`config.mk`:
```
export PLATFORM = sky130hd
export DESIGN_NAME = iter_branch_cmp
export DESIGN_NICKNAME = d
export VERILOG_FILES = /design/src/rtl/iter_branch_cmp.sv
export SDC_FILE = /design/constraint.sdc
export NUM_CORES = 1
export LEC_CHECK = 0
export ABC_AREA = 1
export CORE_MARGIN = 4
export CORE_UTILIZATION = 55
export DETAILED_ROUTE_END_ITERATION = 10
export GPL_ROUTABILITY_DRIVEN = 0
export HOLD_SLACK_MARGIN = 0.06
export PLACE_DENSITY = 0.83
export SYNTH_ARGS = -nofsm -noshare
export SYNTH_HDL_FRONTEND = slang
export SYNTH_SLANG_ARGS = --single-unit
export TNS_END_PERCENT = 1
```
`constraint.sdc`:
```
create_clock -name clk -period 6.9 [get_ports clk]
set_clock_uncertainty 0.15 [all_clocks]
set_input_delay 1.035 -clock clk [delete_from_list [all_inputs] [get_ports clk]]
set_output_delay 1.035 -clock clk [all_outputs]
set_load 0.1 [all_outputs]
```
`src/rtl/iter_branch_cmp.sv`:
```
// Multi-cycle branch/set comparator: scans operands MSB-first, one CHUNK-bit slice per cycle,
// and produces eq/lt/taken for eight branch/set compare modes.
module iter_branch_cmp #(
  parameter int WIDTH = 32,
  parameter int CHUNK = 8
) (
  input  logic             clk,
  input  logic             rst_n,
  input  logic             start,
  input  logic             flush,
  input  logic [2:0]       mode,
  input  logic [WIDTH-1:0] inputA,
  input  logic [WIDTH-1:0] inputB,
  output logic             busy,
  output logic             done,
  output logic             eq,
  output logic             lt,
  output logic             taken
);

  localparam int NCHUNK = WIDTH / CHUNK;
  localparam int IDXW   = (NCHUNK > 1) ? $clog2(NCHUNK) : 1;
  localparam logic [IDXW-1:0]  IDX_LAST = IDXW'(NCHUNK - 1);
  localparam logic [CHUNK-1:0] MSB_MASK = CHUNK'(1) << (CHUNK - 1);

  // One-hot-ish encoding so busy/done come straight off state flops
  localparam logic [1:0] S_IDLE = 2'b00;
  localparam logic [1:0] S_BUSY = 2'b01;
  localparam logic [1:0] S_DONE = 2'b10;

  localparam logic [2:0] M_BEQ  = 3'b000;
  localparam logic [2:0] M_BNE  = 3'b001;
  localparam logic [2:0] M_BLEZ = 3'b010;
  localparam logic [2:0] M_BGTZ = 3'b011;
  localparam logic [2:0] M_BLTZ = 3'b100;
  localparam logic [2:0] M_BGEZ = 3'b101;
  localparam logic [2:0] M_SLT  = 3'b110;
  localparam logic [2:0] M_SLTU = 3'b111;

  if (WIDTH % CHUNK != 0) begin : g_bad_chunk
    $error("iter_branch_cmp: WIDTH must be a multiple of CHUNK");
  end

  logic [1:0]       state_r;
  logic [WIDTH-1:0] a_r;
  logic [WIDTH-1:0] b_r;
  logic [2:0]       mode_r;
  logic [IDXW-1:0]  idx_r;
  logic             eq_acc_r;
  logic             lt_acc_r;
  logic             eq_r;
  logic             lt_r;
  logic             taken_r;

  logic [WIDTH-1:0] b_eff_s;
  logic [CHUNK-1:0] a_slice_s;
  logic [CHUNK-1:0] b_slice_s;
  logic [CHUNK-1:0] a_cmp_s;
  logic [CHUNK-1:0] b_cmp_s;
  logic             is_signed_s;
  logic             is_eqne_s;
  logic             eq_acc_nxt_s;
  logic             lt_acc_nxt_s;
  logic             lt_res_s;
  logic             taken_res_s;

  // Effective B: compare-against-zero modes ignore operand B
  always_comb begin
    if ((mode[2] ^ mode[1]) == 1'b1) begin
      b_eff_s = '0;
    end else begin
      b_eff_s = inputB;
    end
  end

  // Mode classification for the latched operation
  always_comb begin
    is_eqne_s   = (mode_r == M_BEQ) || (mode_r == M_BNE);
    is_signed_s = !is_eqne_s && (mode_r != M_SLTU);
  end

  // AND-OR slice mux selected by idx_r
  always_comb begin
    a_slice_s = '0;
    b_slice_s = '0;
    for (int i = 0; i < NCHUNK; i++) begin
      a_slice_s = a_slice_s | ({CHUNK{idx_r == IDXW'(i)}} & a_r[i*CHUNK +: CHUNK]);
      b_slice_s = b_slice_s | ({CHUNK{idx_r == IDXW'(i)}} & b_r[i*CHUNK +: CHUNK]);
    end
  end

  // Flipping the sign bit of the top slice turns a signed compare into an unsigned one
  always_comb begin
    if (is_signed_s && (idx_r == IDX_LAST)) begin
      a_cmp_s = a_slice_s ^ MSB_MASK;
      b_cmp_s = b_slice_s ^ MSB_MASK;
    end else begin
      a_cmp_s = a_slice_s;
      b_cmp_s = b_slice_s;
    end
  end

  // Accumulator update: the first differing slice decides the result
  always_comb begin
    eq_acc_nxt_s = eq_acc_r;
    lt_acc_nxt_s = lt_acc_r;
    if (eq_acc_r && (a_cmp_s < b_cmp_s)) begin
      eq_acc_nxt_s = 1'b0;
      lt_acc_nxt_s = 1'b1;
    end else if (eq_acc_r && (a_cmp_s > b_cmp_s)) begin
      eq_acc_nxt_s = 1'b0;
      lt_acc_nxt_s = lt_acc_r;
    end else begin
      eq_acc_nxt_s = eq_acc_r;
      lt_acc_nxt_s = lt_acc_r;
    end
  end

  // Final result decode from the accumulators after the last slice
  always_comb begin
    if (is_eqne_s) begin
      lt_res_s = 1'b0;
    end else begin
      lt_res_s = lt_acc_nxt_s;
    end
    case (mode_r)
      M_BEQ:   taken_res_s = eq_acc_nxt_s;
      M_BNE:   taken_res_s = !eq_acc_nxt_s;
      M_BLEZ:  taken_res_s = lt_res_s | eq_acc_nxt_s;
      M_BGTZ:  taken_res_s = !lt_res_s & !eq_acc_nxt_s;
      M_BLTZ:  taken_res_s = lt_res_s;
      M_BGEZ:  taken_res_s = !lt_res_s;
      M_SLT:   taken_res_s = lt_res_s;
      M_SLTU:  taken_res_s = lt_res_s;
      default: taken_res_s = 1'b0;
    endcase
  end

  // Control FSM, operand latches, accumulators and result registers
  always_ff @(posedge clk or negedge rst_n) begin
    if (!rst_n) begin
      state_r  <= S_IDLE;
      a_r      <= '0;
      b_r      <= '0;
      mode_r   <= 3'b000;
      idx_r    <= '0;
      eq_acc_r <= 1'b0;
      lt_acc_r <= 1'b0;
      eq_r     <= 1'b0;
      lt_r     <= 1'b0;
      taken_r  <= 1'b0;
    end else if (flush) begin
      state_r <= S_IDLE;
    end else begin
      case (state_r)
        S_IDLE, S_DONE: begin
          if (start) begin
            a_r      <= inputA;
            b_r      <= b_eff_s;
            mode_r   <= mode;
            idx_r    <= IDX_LAST;
            eq_acc_r <= 1'b1;
            lt_acc_r <= 1'b0;
            state_r  <= S_BUSY;
          end else begin
            state_r <= S_IDLE;
          end
        end
        S_BUSY: begin
          eq_acc_r <= eq_acc_nxt_s;
          lt_acc_r <= lt_acc_nxt_s;
          if (idx_r == '0) begin
            eq_r    <= eq_acc_nxt_s;
            lt_r    <= lt_res_s;
            taken_r <= taken_res_s;
            state_r <= S_DONE;
          end else begin
            idx_r <= idx_r - 1'b1;
          end
        end
        default: state_r <= S_IDLE;
      endcase
    end
  end

  assign busy  = state_r[0];
  assign done  = state_r[1];
  assign eq    = eq_r;
  assign lt    = lt_r;
  assign taken = taken_r;

endmodule

```
==> run_results.csv <==
group,metric,value,unit
setup_path,ff2ff_setup_slack,3.28,ns
detailed_routing,first_iter_violations,227,
sta,whs,0.3364,ns
grt,grt_pass1_vias,3066,
worst_hold_path,hp-start,"a_r[6]",
detailed_routing,ant_nets,0,
sta,final.setup.tns,0,ns
detailed_routing,via_per_inst,5.300,
clock_network,cts.path.max_buffers,2,
clock_network,insertion_delay,0.35,ns
setup_path,criticalPathCategory,"in2reg",
layout,drive_above_1_share,8.382,%
grt,globalRouteOverflowTotal,0,
grt,antenna_found_initial,0,
synth,ys_async_sr_fraction,100.0,%
setup_path,cp.buffers_inverters,3,
clock_network,clock_sinks,76,
floorplanning,io_pins,76,
clock_network,ctsResizeCount,0,
synth,ys_ff_latch,76,
sta,rsz0062_at_grt,"no",
sta,maxSlewHeadroom,31.00,%
place,post-dp-hpwl,5.976,mm
synth,synth_cells,440,
synth,synth.avg_cell_area,8.332,sq um
detailed_routing,drc,0,
clock_network,clk_pin_slew,0.08,ns
clock_network,cts_made_buffers,9,
grt,grt_pass1_wl,13.50,mm
layout,area_delta_synth_final,27.27,%
clock_network,cts_root_buf,"clkbuf_8",
floorplanning,die_x,89.64,um
floorplanning,die-area,0.008035,sq mm
sta,fin_crit,4.390,ns
sta,setup_viol,0,
synth,synth.distinct_cells,30,
detailed_routing,drt-total-wl,8.481,mm
setup_path,cp.required,7.00,ns
sta,drv_slew,0,
grt,track_usage,22.19,%
synth,ys_top_cells_by_count,"nand2_1 (158), dfrtp_1 (76), inv_1 (59)",
sta,fmax,0.2278,GHz
clock_network,post_cts_buffers,0,
setup_path,crit_family,"buffers and inverters",
power,power_density,361.1,mW/mm^2
setup_path,timing.rr.end,"b_r[29]",
sta,hold_viol_final,0,
sta,fin_crit_sh,63.62,%
setup_path,crit_arrival,4.49,ns
synth,synth_area_leader_cell,"dfrtp_1",
status,status,"completed",
detailed_routing,dr.pass1.iters,4,
worst_hold_path,holdPathEnd,"a_r[6]",
setup_path,max_stage_delay,1.03,ns
setup_path,worstPathMaxFanout,54,
power,power_leakage,0.002355,uW
synth,synth_area_leaders,"dfrtp_1 (52%), nand2_1 (16%), inv_1 (6.0%)",
setup_path,r2r_cells,5,
layout,num_antenna_cells,0,
clock_network,cts_tree,"done",
power,ir_worst_vdd,0.1666,mV
setup_path,r2r_start,"state_r[0]",
synth,synth_area,0.003666,sq mm
floorplanning,rows,29,
detailed_routing,wl_per_cell,14.37,um
synth,yosys_warnings,0,
synth,ys.flop_type,"dfrtp_1",
setup_path,startpoint_type,"primary input",
setup_path,slowest_stage,"inv_2",
floorplanning,die_h,89.64,um
place,io_buffers,75,
synth,syn_nets,523,
synth,synth.top_cell.area_share,51.88,%
setup_path,cp_cell_sequence,"clkdlybuf4s50_1 -> inv_2 -> nand3_2 -> inv_2 -> nand3_2 -> o21ai_0",
sta,tightestPinTransition,1.034,ns
floorplanning,core-area,0.006422,sq mm
worst_hold_path,hold_depth,2,
clock_network,htreeDepth,3,
worst_hold_path,hp-class,"reg2reg",
grt,grt_max_degree,77,
layout,finalNetCount,591,
synth,yosysMostFrequentCell,"nand2_1",
detailed_routing,vias,3127,
synth,ys_seq_area_share,51.88,%
clock_network,cts-hold-fix-buffers,0,
setup_path,end_kind,"register",
job,max-cap-violations,0,
synth,synth_edf_count,0,
floorplanning,start_util,57.08,%
worst min-delay path, cell delays in order, from the launching register on:
cell     delay (ns)
dfrtp_1        0.35
nand2_1        0.05
nand2_1        0.05
cell usage in the layout (no fill, tap or decap), types with 5 or more instances in the layout:
cell,n
o21ai_1,16
inv_1,59
clkbuf_8,11
nand3_1,7
a221oi_1,7
ha_1,12
dfrtp_1,76
a21oi_1,8
nand4_1,6
clkdlybuf4s50_1,74
o21ai_0,5
inv_2,9
o22ai_1,24
nor2_1,9
nand2_1,158
flip-flops by register name (all words and copies together), names as in the netlist:
name	flops
state_r	2
lt_acc_r	1
eq	1
b_r	32
mode_r	3
eq_acc_r	1
a_r	32
taken	1
lt	1
idx_r	2
where the power goes:
group	leakage (uW)	internal [uW]	switching, uW
clock network	0.000120	225	167
registers	0.000956	545	62.5
logic	0.00128	260	425
per-layer routing:
layer | wire (um) | GRT usage, %
met4 | 104 | 6.901
met1 | 3760 | 28.53
met2 | 4156 | 37.97
met3 | 461 | 4.288
met5 | 0 | 0
through the flow:
stage               utilization, %  cells  setup slack [ns]  cell area (sq um)  power, uW
floorplan                        -    440             4.193               3666       1113
global placement             69.00    574             2.272               4432       1267
detailed placement           69.00    574             2.103               4432       1298
CTS                          72.65    590             2.477               4666       1689
global route                 72.65    590             2.214               4666       1799
finish                       72.65    590             2.510               4666       1685
layout make-up:
class / count / area (sq um)
clock buffer: 11 / 151.4
fill: 502 / 1757
sequential: 76 / 1902
multi-input combinational: 277 / 1425
clock inverter: 5 / 82.58
inverter: 68 / 255.2
tap: 77 / 96.34
timing repair buffer: 76 / 753.2
worst max path at each step:
stage | start | endpoint | slack (ns) | cells after the start
after floorplan | idx_r[0] | taken | 4.19 | 16
after global placement | flush | b_r[29] | 2.27 | 6
after detailed placement | flush | b_r[29] | 2.10 | 6
after CTS | flush | b_r[15] | 2.48 | 6
after global routing | flush | b_r[15] | 2.21 | 6
final | flush | b_r[29] | 2.51 | 6
cells by family (layout without fill, tap and decap cells):
kind of cell	after synthesis	in the layout	synth area share, %
buffers and inverters	87	160	9.249
XOR/XNOR	2	2	0.4779
AND/OR/NAND/NOR	195	195	22.42
flip-flops	76	76	51.88
AO/OA/AOI/OAI	68	68	11.88
adder cells (fa/ha/maj)	12	12	4.095
Note: power is estimated with default switching activity, not from simulation.
==> variant: new RTL, config.mk and constraints unchanged <==
Reset style: synchronous (`rst_n`), changed in one clocked block.
--- a/src/rtl/iter_branch_cmp.sv
+++ b/src/rtl/iter_branch_cmp.sv
@@ -137,7 +137,7 @@
   end
 
   // Control FSM, operand latches, accumulators and result registers
-  always_ff @(posedge clk or negedge rst_n) begin
+  always_ff @(posedge clk) begin
     if (!rst_n) begin
       state_r  <= S_IDLE;
       a_r      <= '0;
Check against the original RTL: differs if rst_n is asserted again (counterexample within 4 cycles, from zero or initial values and one cycle with rst_n low); with rst_n held inactive, the same outputs for 10 cycles.
==> variant against the unedited design <==
  * Final area decreased by 7.8%
  * Critical endpoint is now taken$_SDFFE_PN0P_
  * Setup slack better by 1.1 ns
  * Wire length down 0.88%
  * Register-to-register slack improved by 0.36 ns
  * Via count about the same
  * Synthesized area shrank 7.8%
  * Synthesized cell count is 6.8% lower
  * Sequential cell count unchanged
  * Core utilization down 0.40 points
Power is not compared: it rests on default switching activity, and its combinational part moved more than twofold at a synthesized area within 25%.
==> variant: results (changes against the unedited design) <==
- Standard cell area after detailed placement: 4100 um2 (was 4430 um2)
* Setup slack of the most critical reg-to-reg path: 3.64 ns (was 3.28 ns)
- Met3 GRT Util: 5.32% (was 4.29%)
- The total instance count after detailed placement was 536 (was 574).
- The count of placed standard cells in the final layout, fillers left out is 552 (was 590).
* Routed metal-1 wirelength: 3530 um (was 3760 um)
- The pre-CTS worst setup slack came to 3.55 ns (was 2.10 ns).
- Cell types occupying the most area after synthesis: sky130_fd_sc_hd__dfxtp_1 (45%), sky130_fd_sc_hd__a22oi_1 (7.1%), sky130_fd_sc_hd__o21ai_0 (6.8%), sky130_fd_sc_hd__nor2_1 (6.3%), sky130_fd_sc_hd__a21oi_1 (5.6%) (was sky130_fd_sc_hd__dfrtp_1 (52%), sky130_fd_sc_hd__nand2_1 (16%), sky130_fd_sc_hd__inv_1 (6.0%), sky130_fd_sc_hd__ha_1 (4.1%), sky130_fd_sc_hd__o22ai_1 (4.1%)).
* Asr flop ratio synth: 0% (was 100%)
- The routing usage on met2 is 36.6% (was 38.0%).
* Number of global-route vias before repair: 2986 (was 3066)
* Category of the critical setup timing path: flop to flop (was input pin to flop)
* Gate Count Post-Synth: 410 (was 440)
* Least-Margin Pin Slew: 0.963 ns (was 1.03 ns)
- Routed length on met2: 3980 um (was 4160 um)
* Nets in the synthesized netlist: 493 (was 523)
- Final worst hold slack: 0.306 ns (was 0.336 ns)
- Most frequent cells after synthesis: sky130_fd_sc_hd__dfxtp_1 (76), sky130_fd_sc_hd__nor2_1 (57), sky130_fd_sc_hd__o21ai_0 (46), sky130_fd_sc_hd__a21oi_1 (38), sky130_fd_sc_hd__inv_1 (37) (was sky130_fd_sc_hd__nand2_1 (158), sky130_fd_sc_hd__dfrtp_1 (76), sky130_fd_sc_hd__inv_1 (59), sky130_fd_sc_hd__o22ai_1 (24), sky130_fd_sc_hd__o21ai_1 (16)).
- The fraction of the mapped netlist area in adder cells was 4.44% (was 4.10%).
* Detailed-routed wire length on met3: 655 um (was 461 um)
- Number of distinct library cells after synthesis: 33 (was 30)
- Fill cell count: 479 (was 502)
* Final Critical Period: 3.26 ns (was 4.39 ns)
- The worst hold path endpoint is a_r[6]$_SDFFE_PN0P_ (was a_r[6]$_DFFE_PN0P_).
* Layout cells sized above 1: 8.39% (was 8.38%)
- The share of the yosys chip area belonging to registers was 45.0% (was 51.9%).
- The origin of the worst setup path was idx_r[0]$_SDFFE_PN0P_ (was flush).
- The largest fanout on the critical path came to 10 (was 54).
- Worst path arrival time: 3.31 ns (was 4.49 ns)
- GRT Resource Usage Total: 22.8% (was 22.2%)
* HPWL after detailed placement: 5890 um (was 5980 um)
- The vias after detailed routing was 3129 (was 3127).
- Run status: completed (unchanged)
- Compound-Gate Fraction of Synth Area: 26.9% (was 11.9%)
* Global routing usage on met1: 28.3% (was 28.5%)
* Worst flop-to-flop path endpoint: taken$_SDFFE_PN0P_ (was b_r[29]$_DFFE_PN0P_)
* Number of nets in the final layout: 555 (was 591)
[variant: cell count changes in the layout (fill, tap and decap cells not counted), sizes merged, moves of 16 or more]
cell / unedited run / this run
inv: 69 / 46
a22oi: 1 / 32
dfxtp: 0 / 76
nand2: 162 / 22
a21oi: 8 / 39
nor2: 14 / 65
o22ai: 24 / 8
dfrtp: 76 / 0
o21ai: 21 / 49
[variant: power by group]
group	total (mW)	switching (mW)	internal [mW]
Combinational	0.179	0.0991	0.0795
Sequential	0.474	0.0126	0.462
Clock	0.342	0.172	0.170
[variant: area by class of cell]
type / instances / area, um2 / share of cell area [%]
clock buffers: 10 / 128 / 2.97
clock inverters: 6 / 71.3 / 1.66
inverters: 45 / 169 / 3.93
multi-input cells: 263 / 1550 / 36.1
flip-flops and latches: 76 / 1520 / 35.4
well taps: 75 / 93.8 / 2.18
repair buffers: 77 / 766 / 17.8
[variant: critical path, stage by stage (launching register included)]
cell                       delay (ns)
sky130_fd_sc_hd__dfxtp_1         0.41
sky130_fd_sc_hd__inv_1           0.09
sky130_fd_sc_hd__ha_1            0.34
sky130_fd_sc_hd__inv_2           0.26
sky130_fd_sc_hd__o22ai_1         0.14
sky130_fd_sc_hd__a221oi_1        0.30
sky130_fd_sc_hd__xor2_1          0.23
sky130_fd_sc_hd__ha_1            0.27
sky130_fd_sc_hd__nand2_1         0.14
sky130_fd_sc_hd__nor2_1          0.08
sky130_fd_sc_hd__nor2_2          0.11
sky130_fd_sc_hd__nand3_2         0.11
sky130_fd_sc_hd__nand2_2         0.09
sky130_fd_sc_hd__nand2_2         0.07
sky130_fd_sc_hd__nand3_1         0.07
sky130_fd_sc_hd__nand2_1         0.06
sky130_fd_sc_hd__o21ai_1         0.12
sky130_fd_sc_hd__a21oi_1         0.07
